--- src/rtl/dht11_pkg.sv ---
`default_nettype none
// ============================================================================
//  Module   : dht11_pkg
//  Purpose  : Shared types and constants for the DHT11 sensor-side responder:
//             FSM state encoding, frame geometry and the frame checksum.
//  Revision : 1.0  initial release
// ============================================================================
package dht11_pkg;

  localparam int FRAME_BITS = 40;
  localparam int BYTE_W     = 8;
  localparam int US_CNT_W   = 15;
  localparam int BIT_IDX_W  = 6;

  typedef enum logic [3:0] {
    ST_IDLE      = 4'd0,
    ST_START_LOW = 4'd1,
    ST_WAIT_REL  = 4'd2,
    ST_RESP_DLY  = 4'd3,
    ST_RESP_LO   = 4'd4,
    ST_RESP_HI   = 4'd5,
    ST_BIT_LO    = 4'd6,
    ST_BIT_HI    = 4'd7,
    ST_END_LO    = 4'd8
  } state_t;

  // Checksum byte: sum of the four data bytes, modulo 256.
  function automatic logic [BYTE_W-1:0] dht11_checksum(
    input logic [BYTE_W-1:0] b0,
    input logic [BYTE_W-1:0] b1,
    input logic [BYTE_W-1:0] b2,
    input logic [BYTE_W-1:0] b3
  );
    logic [BYTE_W+1:0] sum;
    sum = 10'(b0) + 10'(b1) + 10'(b2) + 10'(b3);
    return sum[BYTE_W-1:0];
  endfunction

endpackage
`default_nettype wire

--- src/rtl/dht11_responder_us_timer.sv ---
`default_nettype none
// ============================================================================
//  Module   : dht11_us_timer
//  Purpose  : Microsecond timebase. A prescaler divides clk down to a one-cycle
//             us_tick; a saturating counter counts elapsed microseconds. clr
//             restarts both so that the owner sees exact N-microsecond windows.
//  Revision : 1.0  initial release
// ============================================================================
module dht11_us_timer
  import dht11_pkg::*;
#(
  parameter int CLKS_PER_US = 50
) (
  input  logic                clk,
  input  logic                rst_n,
  input  logic                clr,
  output logic                us_tick,
  output logic [US_CNT_W-1:0] count
);

  localparam int PRESC_W = (CLKS_PER_US > 1) ? $clog2(CLKS_PER_US) : 1;
  localparam logic [PRESC_W-1:0] PRESC_LAST = PRESC_W'(CLKS_PER_US - 1);

  logic [PRESC_W-1:0]  presc_q, presc_d;
  logic [US_CNT_W-1:0] count_q, count_d;
  logic                tick;

  // Prescaler wrap, saturating us count, clear has priority.
  always_comb begin
    tick    = (presc_q == PRESC_LAST);
    presc_d = tick ? '0 : presc_q + PRESC_W'(1);
    count_d = count_q;
    if (tick && (count_q != '1)) begin
      count_d = count_q + US_CNT_W'(1);
    end
    if (clr) begin
      presc_d = '0;
      count_d = '0;
    end
  end

  // Timebase registers.
  always_ff @(posedge clk or negedge rst_n) begin
    if (!rst_n) begin
      presc_q <= '0;
      count_q <= '0;
    end else begin
      presc_q <= presc_d;
      count_q <= count_d;
    end
  end

  assign us_tick = tick;
  assign count   = count_q;

endmodule
`default_nettype wire

--- src/rtl/dht11_responder.sv ---
`default_nettype none
// ============================================================================
//  Module   : dht11_responder
//  Purpose  : DHT11 sensor emulator on the open-drain DQ wire. Detects the host
//             start pulse, sends the presence sequence and then the 40-bit
//             humidity/temperature/checksum frame, MSB first.
//  Revision : 1.0  initial release
// ============================================================================
module dht11_responder
  import dht11_pkg::*;
#(
  parameter int CLKS_PER_US   = 50,
  parameter int START_MIN_US  = 18000,
  parameter int RESP_DELAY_US = 30,
  parameter int RESP_LOW_US   = 80,
  parameter int RESP_HIGH_US  = 80,
  parameter int BIT_LOW_US    = 50,
  parameter int BIT0_HIGH_US  = 27,
  parameter int BIT1_HIGH_US  = 70
) (
  input  logic              clk,
  input  logic              rst_n,
  input  logic              dq_in,
  output logic              dq_oe,
  input  logic [BYTE_W-1:0] hum_int,
  input  logic [BYTE_W-1:0] hum_dec,
  input  logic [BYTE_W-1:0] temp_int,
  input  logic [BYTE_W-1:0] temp_dec,
  output logic              busy,
  output logic              frame_done,
  output logic              start_err
);

  localparam logic [BIT_IDX_W-1:0] LAST_BIT = BIT_IDX_W'(FRAME_BITS - 1);

  // Terminal counts: a timed state ends on the tick that completes its last us.
  localparam logic [US_CNT_W-1:0] TC_START = US_CNT_W'(START_MIN_US - 1);
  localparam logic [US_CNT_W-1:0] TC_RDLY  = US_CNT_W'(RESP_DELAY_US - 1);
  localparam logic [US_CNT_W-1:0] TC_RLO   = US_CNT_W'(RESP_LOW_US - 1);
  localparam logic [US_CNT_W-1:0] TC_RHI   = US_CNT_W'(RESP_HIGH_US - 1);
  localparam logic [US_CNT_W-1:0] TC_BLO   = US_CNT_W'(BIT_LOW_US - 1);
  localparam logic [US_CNT_W-1:0] TC_B0HI  = US_CNT_W'(BIT0_HIGH_US - 1);
  localparam logic [US_CNT_W-1:0] TC_B1HI  = US_CNT_W'(BIT1_HIGH_US - 1);

  logic                  dq_meta_q, dq_s_q;
  state_t                state_q, state_d;
  logic [BIT_IDX_W-1:0]  bit_idx_q, bit_idx_d;
  logic [FRAME_BITS-1:0] shreg_q, shreg_d;
  logic                  dq_oe_q, dq_oe_d;
  logic                  busy_q, busy_d;
  logic                  frame_done_q, frame_done_d;
  logic                  start_err_q, start_err_d;

  logic                  timer_clr;
  logic                  us_tick;
  logic [US_CNT_W-1:0]   us_cnt;
  logic [US_CNT_W-1:0]   us_target;
  logic                  timed_done;
  logic [BYTE_W-1:0]     checksum;

  dht11_us_timer #(
    .CLKS_PER_US (CLKS_PER_US)
  ) u_timer (
    .clk     (clk),
    .rst_n   (rst_n),
    .clr     (timer_clr),
    .us_tick (us_tick),
    .count   (us_cnt)
  );

  assign checksum = dht11_checksum(hum_int, hum_dec, temp_int, temp_dec);

  // Select the duration of the current timed state and flag its last cycle.
  always_comb begin
    us_target = '0;
    case (state_q)
      ST_START_LOW: us_target = TC_START;
      ST_RESP_DLY:  us_target = TC_RDLY;
      ST_RESP_LO:   us_target = TC_RLO;
      ST_RESP_HI:   us_target = TC_RHI;
      ST_BIT_LO:    us_target = TC_BLO;
      ST_BIT_HI:    us_target = shreg_q[FRAME_BITS-1] ? TC_B1HI : TC_B0HI;
      ST_END_LO:    us_target = TC_BLO;
      default:      us_target = '0;
    endcase
    timed_done = us_tick && (us_cnt == us_target);
  end

  // Next-state, frame shifter and output decode.
  always_comb begin
    state_d      = state_q;
    bit_idx_d    = bit_idx_q;
    shreg_d      = shreg_q;
    start_err_d  = 1'b0;
    frame_done_d = 1'b0;

    case (state_q)
      ST_IDLE: begin
        if (!dq_s_q) state_d = ST_START_LOW;
      end
      ST_START_LOW: begin
        // A release before the minimum has elapsed is a rejected start.
        if (dq_s_q) begin
          start_err_d = 1'b1;
          state_d     = ST_IDLE;
        end else if (timed_done) begin
          state_d = ST_WAIT_REL;
        end
      end
      ST_WAIT_REL: begin
        // Data bytes are sampled only here; the frame carries this snapshot.
        if (dq_s_q) begin
          shreg_d   = {hum_int, hum_dec, temp_int, temp_dec, checksum};
          bit_idx_d = '0;
          state_d   = ST_RESP_DLY;
        end
      end
      ST_RESP_DLY: if (timed_done) state_d = ST_RESP_LO;
      ST_RESP_LO:  if (timed_done) state_d = ST_RESP_HI;
      ST_RESP_HI:  if (timed_done) state_d = ST_BIT_LO;
      ST_BIT_LO:   if (timed_done) state_d = ST_BIT_HI;
      ST_BIT_HI: begin
        if (timed_done) begin
          if (bit_idx_q == LAST_BIT) begin
            state_d = ST_END_LO;
          end else begin
            bit_idx_d = bit_idx_q + BIT_IDX_W'(1);
            shreg_d   = {shreg_q[FRAME_BITS-2:0], 1'b0};
            state_d   = ST_BIT_LO;
          end
        end
      end
      ST_END_LO: begin
        if (timed_done) begin
          frame_done_d = 1'b1;
          state_d      = ST_IDLE;
        end
      end
      default: state_d = ST_IDLE;
    endcase

    // Outputs are decoded from the next state so they register with it.
    dq_oe_d = (state_d == ST_RESP_LO) || (state_d == ST_BIT_LO) ||
              (state_d == ST_END_LO);
    busy_d  = (state_d == ST_RESP_DLY) || (state_d == ST_RESP_LO) ||
              (state_d == ST_RESP_HI)  || (state_d == ST_BIT_LO)  ||
              (state_d == ST_BIT_HI)   || (state_d == ST_END_LO);

    // Restart the timebase on every state change.
    timer_clr = (state_d != state_q);
  end

  // Synchronizer, FSM and registered outputs; reset releases DQ at once.
  always_ff @(posedge clk or negedge rst_n) begin
    if (!rst_n) begin
      dq_meta_q    <= 1'b1;
      dq_s_q       <= 1'b1;
      state_q      <= ST_IDLE;
      bit_idx_q    <= '0;
      shreg_q      <= '0;
      dq_oe_q      <= 1'b0;
      busy_q       <= 1'b0;
      frame_done_q <= 1'b0;
      start_err_q  <= 1'b0;
    end else begin
      dq_meta_q    <= dq_in;
      dq_s_q       <= dq_meta_q;
      state_q      <= state_d;
      bit_idx_q    <= bit_idx_d;
      shreg_q      <= shreg_d;
      dq_oe_q      <= dq_oe_d;
      busy_q       <= busy_d;
      frame_done_q <= frame_done_d;
      start_err_q  <= start_err_d;
    end
  end

  assign dq_oe      = dq_oe_q;
  assign busy       = busy_q;
  assign frame_done = frame_done_q;
  assign start_err  = start_err_q;

endmodule
`default_nettype wire
--- config.mk ---
export PLATFORM = sky130hd
export DESIGN_NAME = dht11_responder
export DESIGN_NICKNAME = d
export VERILOG_FILES = /design/src/rtl/dht11_pkg.sv /design/src/rtl/dht11_responder_us_timer.sv /design/src/rtl/dht11_responder.sv
export SDC_FILE = /design/constraint.sdc
export NUM_CORES = 1
export LEC_CHECK = 0
export CORE_AREA = 2 2 126 128
export DETAILED_ROUTE_END_ITERATION = 8
export DIE_AREA = 0 0 128 130
export HOLD_SLACK_MARGIN = 0.15
export PLACE_DENSITY_LB_ADDON = 0.3
export SYNTH_ARGS = -nofsm -noshare
export SYNTH_HDL_FRONTEND = slang
export SYNTH_SLANG_ARGS = --single-unit
--- constraint.sdc ---
create_clock -name clk -period 4.4 [get_ports clk]
set_input_delay 0.66 -clock clk [delete_from_list [all_inputs] [get_ports clk]]
set_output_delay 0.66 -clock clk [all_outputs]
set_load 0.02 [all_outputs]
==> impl_metrics.csv, run 1 <==
group,metric,value,unit
status,outcome,"completed",
worst_setup_path,path_max_fanout,2,
final_layout,area_growth_syn_to_layout,18.1,%
global_routing,use_met3,2.54,%
place,gp_congestion,0.799,
global_routing,overflow,0,
synthesis,ys_types,53,
worst_setup_path,crit_buf_inv,3,
place,place.port_buffers,38,
synthesis,synth_top_family_by_area,"simple AND/OR/NAND/NOR gates",
timing,drv_slew,0,
synthesis,syn_inst,488,
drt,avgRoutedWirePerCell,14.2,µm
die,core,15400,µm²
drt,drt_first_pass_iters,4,
drt,via_per_inst,4.86,
final_layout,n_fill_cell,1577,
final_layout,multi_input_area,2560,µm²
worst_setup_path,cp.required,4.64,ns
power,power_frac_comb,14.9,%
drt,drt-initial-drc-count,168,
synthesis,synth_compound_area_share,7.10,%
die,start_util,30.3,%
final_layout,regArea,1930,µm²
die,die_h,130,µm
synthesis,synth.net_count,548,
synthesis,yosys.area_share.adder,8.94,%
worst_setup_path,critPathLaunchType,"input port",
timing,final.setup.tns,0,ns
cts,clock_latency,0.35,ns
final_layout,finalNetCount,575,
place,hpwlAfterDp,7120,µm
job,drv_cap,0,
timing,period_share,81.1,%
cts,clk_path_buf_depth,2,
cts,hold_buffers,0,
die,core.rowCount,46,
synthesis,synthMuxAreaShare,10.7,%
timing,worst_pin_slew,1.00,ns
synthesis,synthFlopType,"dfrtp_1",
synthesis,synth_area_leaders,"dfrtp_1 (40%), mux2_1 (9.6%), nand2_1 (9.2%)",
timing,hold_viol_final,0,
power,pwr_density_cell,323,nW/µm²
synthesis,synth_top_area_share,40.2,%
final_layout,drive_above_1_share,6.73,%
global_routing,grt_max_degree,78,
power,p_int,1330,µW
die,io_pins,39,
synthesis,synthSimpleGateAreaFrac,22.3,%
cts,path_clk_slew,0.06,ns
worst_setup_path,critical_path.top_delay_family,"adder cells",
cts,clock-sinks,77,
synthesis,syn_avg_cell_area,9.57,µm²
synthesis,yosysSeqAreaShare,41.3,%
synthesis,yosys_warnings,0,
worst_setup_path,slowest_delay,0.55,ns
worst_setup_path,critPathKind,"input port to register",
global_routing,antenna_found_initial,0,
global_routing,busiest_layer,"met2",
global_routing,grt_pass1_wl,17100,µm
global_routing,met2_usage,21.1,%
drt,drt_wl_total,10100,µm
final_layout,fin_util,35.8,%
synthesis,synth_top_area_cell,"dfrtp_1",
synthesis,ys_seq_elements,77,
timing,setup_viol_count_final,0,
power,switchingPower,450,µW
worst_setup_path,crit_slowest_cell,"clkdlybuf4s50_1",
worst_setup_path,critPathMostFrequentCell,"fa_1",
power,clkPwrFrac,44.6,%
power,swShare,25.3,%
global_routing,gr-usage-met1,17.0,%
timing,rsz0062_at_grt,"no",
timing,maxSlewHeadroom,33.1,%
power,power_leakage,0.00259,µW
min_path,hold_class,"register to register",
cts,cts_setup_buffers,0,
cts,cts_made_buffers,9,
global_routing,first_global_vias,3495,
cts,cts-root-buf,"clkbuf_16",
timing,fin_skew,0.0118,ns
drt,drc,0,
worst_setup_path,crit_chain,"clkdlybuf4s50_1 > fa_1 > fa_1 > ha_1 > inv_1 > fa_1 > inv_1 > a21oi_1 > o21bai_1 > a31oi_1 > xnor2_1 > o21ai_0 > mux2_1",
cts,cts_resized,0,
timing,period_needed,3.57,ns
worst_setup_path,endpoint_kind,"register",
power,p_total,1780,µW
worst_setup_path,arrival,3.80,ns
power,peakVddDrop,0.000151,V
synthesis,synth-async-reset-ratio,100,%
drt,vias,3459,
final_layout,antenna_cells,0,
timing,fmax,280,MHz
die,dieArea,16600,µm²
die,die_w,128,µm
cts,htree_levels,3,
cts,cts_tree,"built",
power,p_seq_share,40.4,%
synthesis,synth_area,4670,µm²
synthesis,synthXorXnorAreaFrac,5.81,%
global_routing,grt_usage,13.1,%
synthesis,synth_edf_count,0,
drt,ant_nets,0,
-- layout by cell type (no fill, tap or decap), types with 3 or more instances in the layout --
master / count
nand2_1: 114
dfrtp_1: 75
mux2_1: 40
clkdlybuf4s50_1: 37
nor2_1: 30
nand3_1: 20
xnor2_1: 18
inv_1: 14
a21oi_1: 14
fa_1: 14
xor2_1: 13
o21ai_0: 12
ha_1: 11
and3_1: 10
nor3_1: 10
clkbuf_16: 9
nand2b_1: 8
mux2i_1: 5
nand4_1: 5
buf_4: 5
a31oi_1: 3
nand4b_1: 3
or4_1: 3
or3_1: 3
clkbuf_8: 3
-- Yosys cell counts (2+ instances only) --
cell,count
o31ai_1,2
xor2_1,13
o21ai_1,2
a21o_1,2
and3_1,10
clkbuf_1,10
mux2_1,40
nand4b_1,3
nand2b_1,8
o21bai_1,2
dfstp_2,2
a21oi_1,14
o21ai_0,12
or4_1,3
o211a_1,2
or3_1,3
dfrtp_1,75
inv_1,14
nand2_1,114
ha_1,11
nor4b_1,2
fa_1,14
buf_1,5
nand3_2,2
nand4_1,5
buf_4,5
nor3_1,10
a41oi_1,2
a31oi_1,3
mux2i_1,5
buf_2,6
xnor2_1,18
nor2_1,30
nand3_1,20
-- power by group through the flow --
stage	Combinational, µW	Sequential, µW	Clock [µW]
floorplan	175	730	0
global placement	267	732	0
detailed placement	269	732	0
CTS	272	719	825
global route	304	720	844
finish	265	720	794
-- state kept, by name, indices dropped and copies added, names as in the netlist --
register / count
shreg_q: 40
u_timer.count: 15
bit_idx_q: 6
u_timer.presc_q: 6
state_q: 4
busy: 1
dq_meta_q: 1
dq_oe: 1
dq_s_q: 1
frame_done: 1
start_err: 1
-- cell families after synthesis --
group,after synthesis
AND/OR/NAND/NOR,220
flip-flops,77
AO/OA/AOI/OAI,49
multiplexers,45
buffers and inverters,41
XOR/XNOR,31
adder cells (fa/ha/maj),25
-- layer usage --
metal,up-vias,wire length [µm]
met2,72,4710
li1,1704,-
met3,12,387
met1,1671,4790
met4,0,207
met5,-,0
-- per-stage QoR --
stage | hold slack, ns | instance area, µm² | std cells | worst slack (ns)
floorplan | 0.345 | 4670 | 488 | 1.13
finish | 0.354 | 5520 | 712 | 0.832
global route | 0.360 | 5520 | 712 | 0.677
global placement | 0.350 | 5200 | 696 | 0.507
detailed placement | 0.348 | 5200 | 696 | 0.445
CTS | 0.357 | 5520 | 712 | 0.818
-- worst reg2reg max path, cell delays in order (launching register included) --
cell and delay (ns):
dfrtp_1 0.61, or4b_1 0.64, o221a_2 0.17, xnor2_1 0.15, nor3_4 0.29, nand3_2 0.20, a21oi_4 0.15, buf_4 0.49
mux2_1 0.39
-- area by class of cell --
cell class | instances | share of cell area, %
clock buffers | 12 | 4.83
clock inverters | 4 | 0.975
repair buffers | 42 | 7.39
multi-input cells | 370 | 46.5
inverters | 15 | 1.02
well taps | 192 | 4.35
flip-flops and latches | 77 | 35.0
-- worst paths after layout --
check | startpoint | end | slack, ns | cells past startpoint
setup / recovery | temp_int[1] | shreg_q[7] | 0.83 | 13
setup reg to reg | state_q[1] | shreg_q[30] | 1.17 | 8
max in group asynchronous | rst_n | state_q[2] | 3.27 | 1
min in group asynchronous | rst_n | shreg_q[19] | 0.48 | 1
hold / removal | dq_meta_q | dq_s_q | 0.35 | 0
hold reg to reg | dq_meta_q | dq_s_q | 0.35 | 0
No activity file was read; power rests on OpenSTA's default activity.
==> run 2, diff against run 1 <==
Clock period 4.4 ns to 2.95 ns, I/O delays scaled along.
==> run 2 against run 1 <==
Compared with the run above: first-iteration DRC count up 4.8%; register-to-register slack worse by 0.99 ns; cell area up 5.7%; critical endpoint unchanged; sequential power up 49%; wire length up 0.99%; critical path depth down 1; critical path type unchanged; sequential share of layout area down 1.9 points; combinational power up 92%; largest cell class unchanged; final cell count up 3.9%; core utilization up 2.0 points; worst setup slack worse by 0.77 ns; sequential cell count unchanged.
==> impl_metrics.csv, run 2 (same netlist as run 1, synthesis figures left out) <==
group,metric,value,unit
status,outcome,"completed",
worst_setup_path,arrival,3.12,ns
final_layout,largest_reg_flops,40,
power,pwr_density_cell,507,nW/µm²
drt,drt_wl_total,10200,µm
timing,fin_skew,0.00765,ns
final_layout,drive_above_1_share,14.6,%
timing,period_needed,2.89,ns
final_layout,area_growth_syn_to_layout,24.8,%
cts,cts_made_buffers,9,
cts,path_clk_slew,0.06,ns
final_layout,layout_commonest_cell,"nand2_1",
timing,maxSlewHeadroom,33.9,%
final_layout,layout_common_cells,"nand2_1 (114), dfrtp_1 (74), mux2_1 (37)",
global_routing,grt_pass1_wl,18200,µm
worst_setup_path,critPathLaunchType,"input port",
final_layout,n_fill_cell,1555,
die,io_pins,39,
die,start_util,30.3,%
global_routing,grt_usage,13.8,%
final_layout,final_cells,740,
die,dieArea,16600,µm²
timing,hold_slack,0.259,ns
power,power_leakage,0.00278,µW
drt,vias,3591,
timing,final.setup.tns,0,ns
die,die_w,128,µm
cts,clock_latency,0.35,ns
power,p_total,2960,µW
die,core,15400,µm²
drt,drc,0,
cts,htree_levels,3,
place,place.port_buffers,38,
cts,cts_tree,"built",
global_routing,overflow,0,
min_path,hold_class,"input port to async pin",
cts,clk_path_buf_depth,2,
place,gp_congestion,0.880,
timing,fmax,347,MHz
drt,drt-initial-drc-count,176,
job,drv_cap,0,
final_layout,fin_util,37.8,%
drt,via_per_inst,4.85,
cts,hold_buffers,0,
die,die_h,130,µm
timing,hold_viol_final,0,
timing,drv_slew,0,
place,hpwlAfterDp,7290,µm
drt,avgRoutedWirePerCell,13.8,µm
global_routing,antenna_found_initial,0,
final_layout,antenna_cells,0,
timing,worst_pin_slew,0.992,ns
cts,cts-root-buf,"clkbuf_16",
drt,ant_nets,0,
worst_setup_path,cp.required,3.19,ns
final_layout,regMostFlops,"shreg_q",
drt,drt_first_pass_iters,4,
global_routing,first_global_vias,3820,
worst_setup_path,critPathKind,"input port to register",
die,core.rowCount,46,
power,peakVddDrop,0.000287,V
timing,period_share,97.8,%
worst_setup_path,endpoint_kind,"register",
cts,clock-sinks,77,
timing,setup_viol_count_final,0,
global_routing,grt_max_degree,78,
worst_setup_path,path_max_fanout,2,
place,post-place-cells,723,
final_layout,finalNetCount,603,
==> run 2: power by group <==
group	switching [µW]	internal [µW]	total [µW]
logic	236	273	509
registers	7.66	1060	1070
clock network	461	918	1380
total	704	2250	2960
==> run 2: timing repair <==
item / 4_1_cts / 5_1_grt
setup buffers: 0 / 1
endpoints found under the setup margin: 5 / 15
gates resized for setup: 14 / 21
pin swaps: 10 / 17
==> run 2: final cells by class <==
type	instances	area, µm²	area share, %
sequential	77	1930	33.1
multi-input combinational	370	2620	44.9
tap	192	240	4.12
inverter	15	56.3	0.965
clock buffer	9	225	3.86
clock inverter	7	146	2.51
timing repair buffer	70	617	10.6
==> run 2: critical path, cell delays in order <==
cell and delay, ns:
dlygate4sd2_1 0.27, fa_1 0.46, fa_1 0.56, inv_2 0.05, fa_2 0.40, inv_2 0.05, a21oi_1 0.05, o21bai_1 0.21
a31oi_2 0.12, xnor2_1 0.15, o21ai_1 0.08, mux2_4 0.27
==> run 2: layer usage <==
layer / up-vias / share of wire, % / wire length, µm / global-route usage, %
met4: 0 / 2.2 / 221 / 6.46
met5: - / 0 / 0 / 0
li1: 1763 / - / - / -
met1: 1739 / 47 / 4800 / 17.5
met3: 15 / 4.3 / 436 / 3.40
met2: 74 / 46 / 4730 / 22.4
==> run 2: worst paths after layout <==
path                       cells past startpoint        start  slack, ns     endpoint
hold / removal                                 1        rst_n       0.26  shreg_q[20]
max in group asynchronous                      1        rst_n       1.99   state_q[0]
min in group clk                               0    dq_meta_q       0.35       dq_s_q
setup / recovery                              12  temp_int[2]       0.06   shreg_q[7]
hold reg to reg                                0    dq_meta_q       0.35       dq_s_q
setup reg to reg                               8   state_q[1]       0.18  shreg_q[25]
==> run 2: metrics by stage <==
step                setup WS (ns)  instance area [µm²]
floorplan                 -0.0527                 4670
global placement           -0.620                 5410
detailed placement         -0.644                 5410
CTS                      0.000126                 5800
global route              -0.0573                 5830
finish                     0.0645                 5830
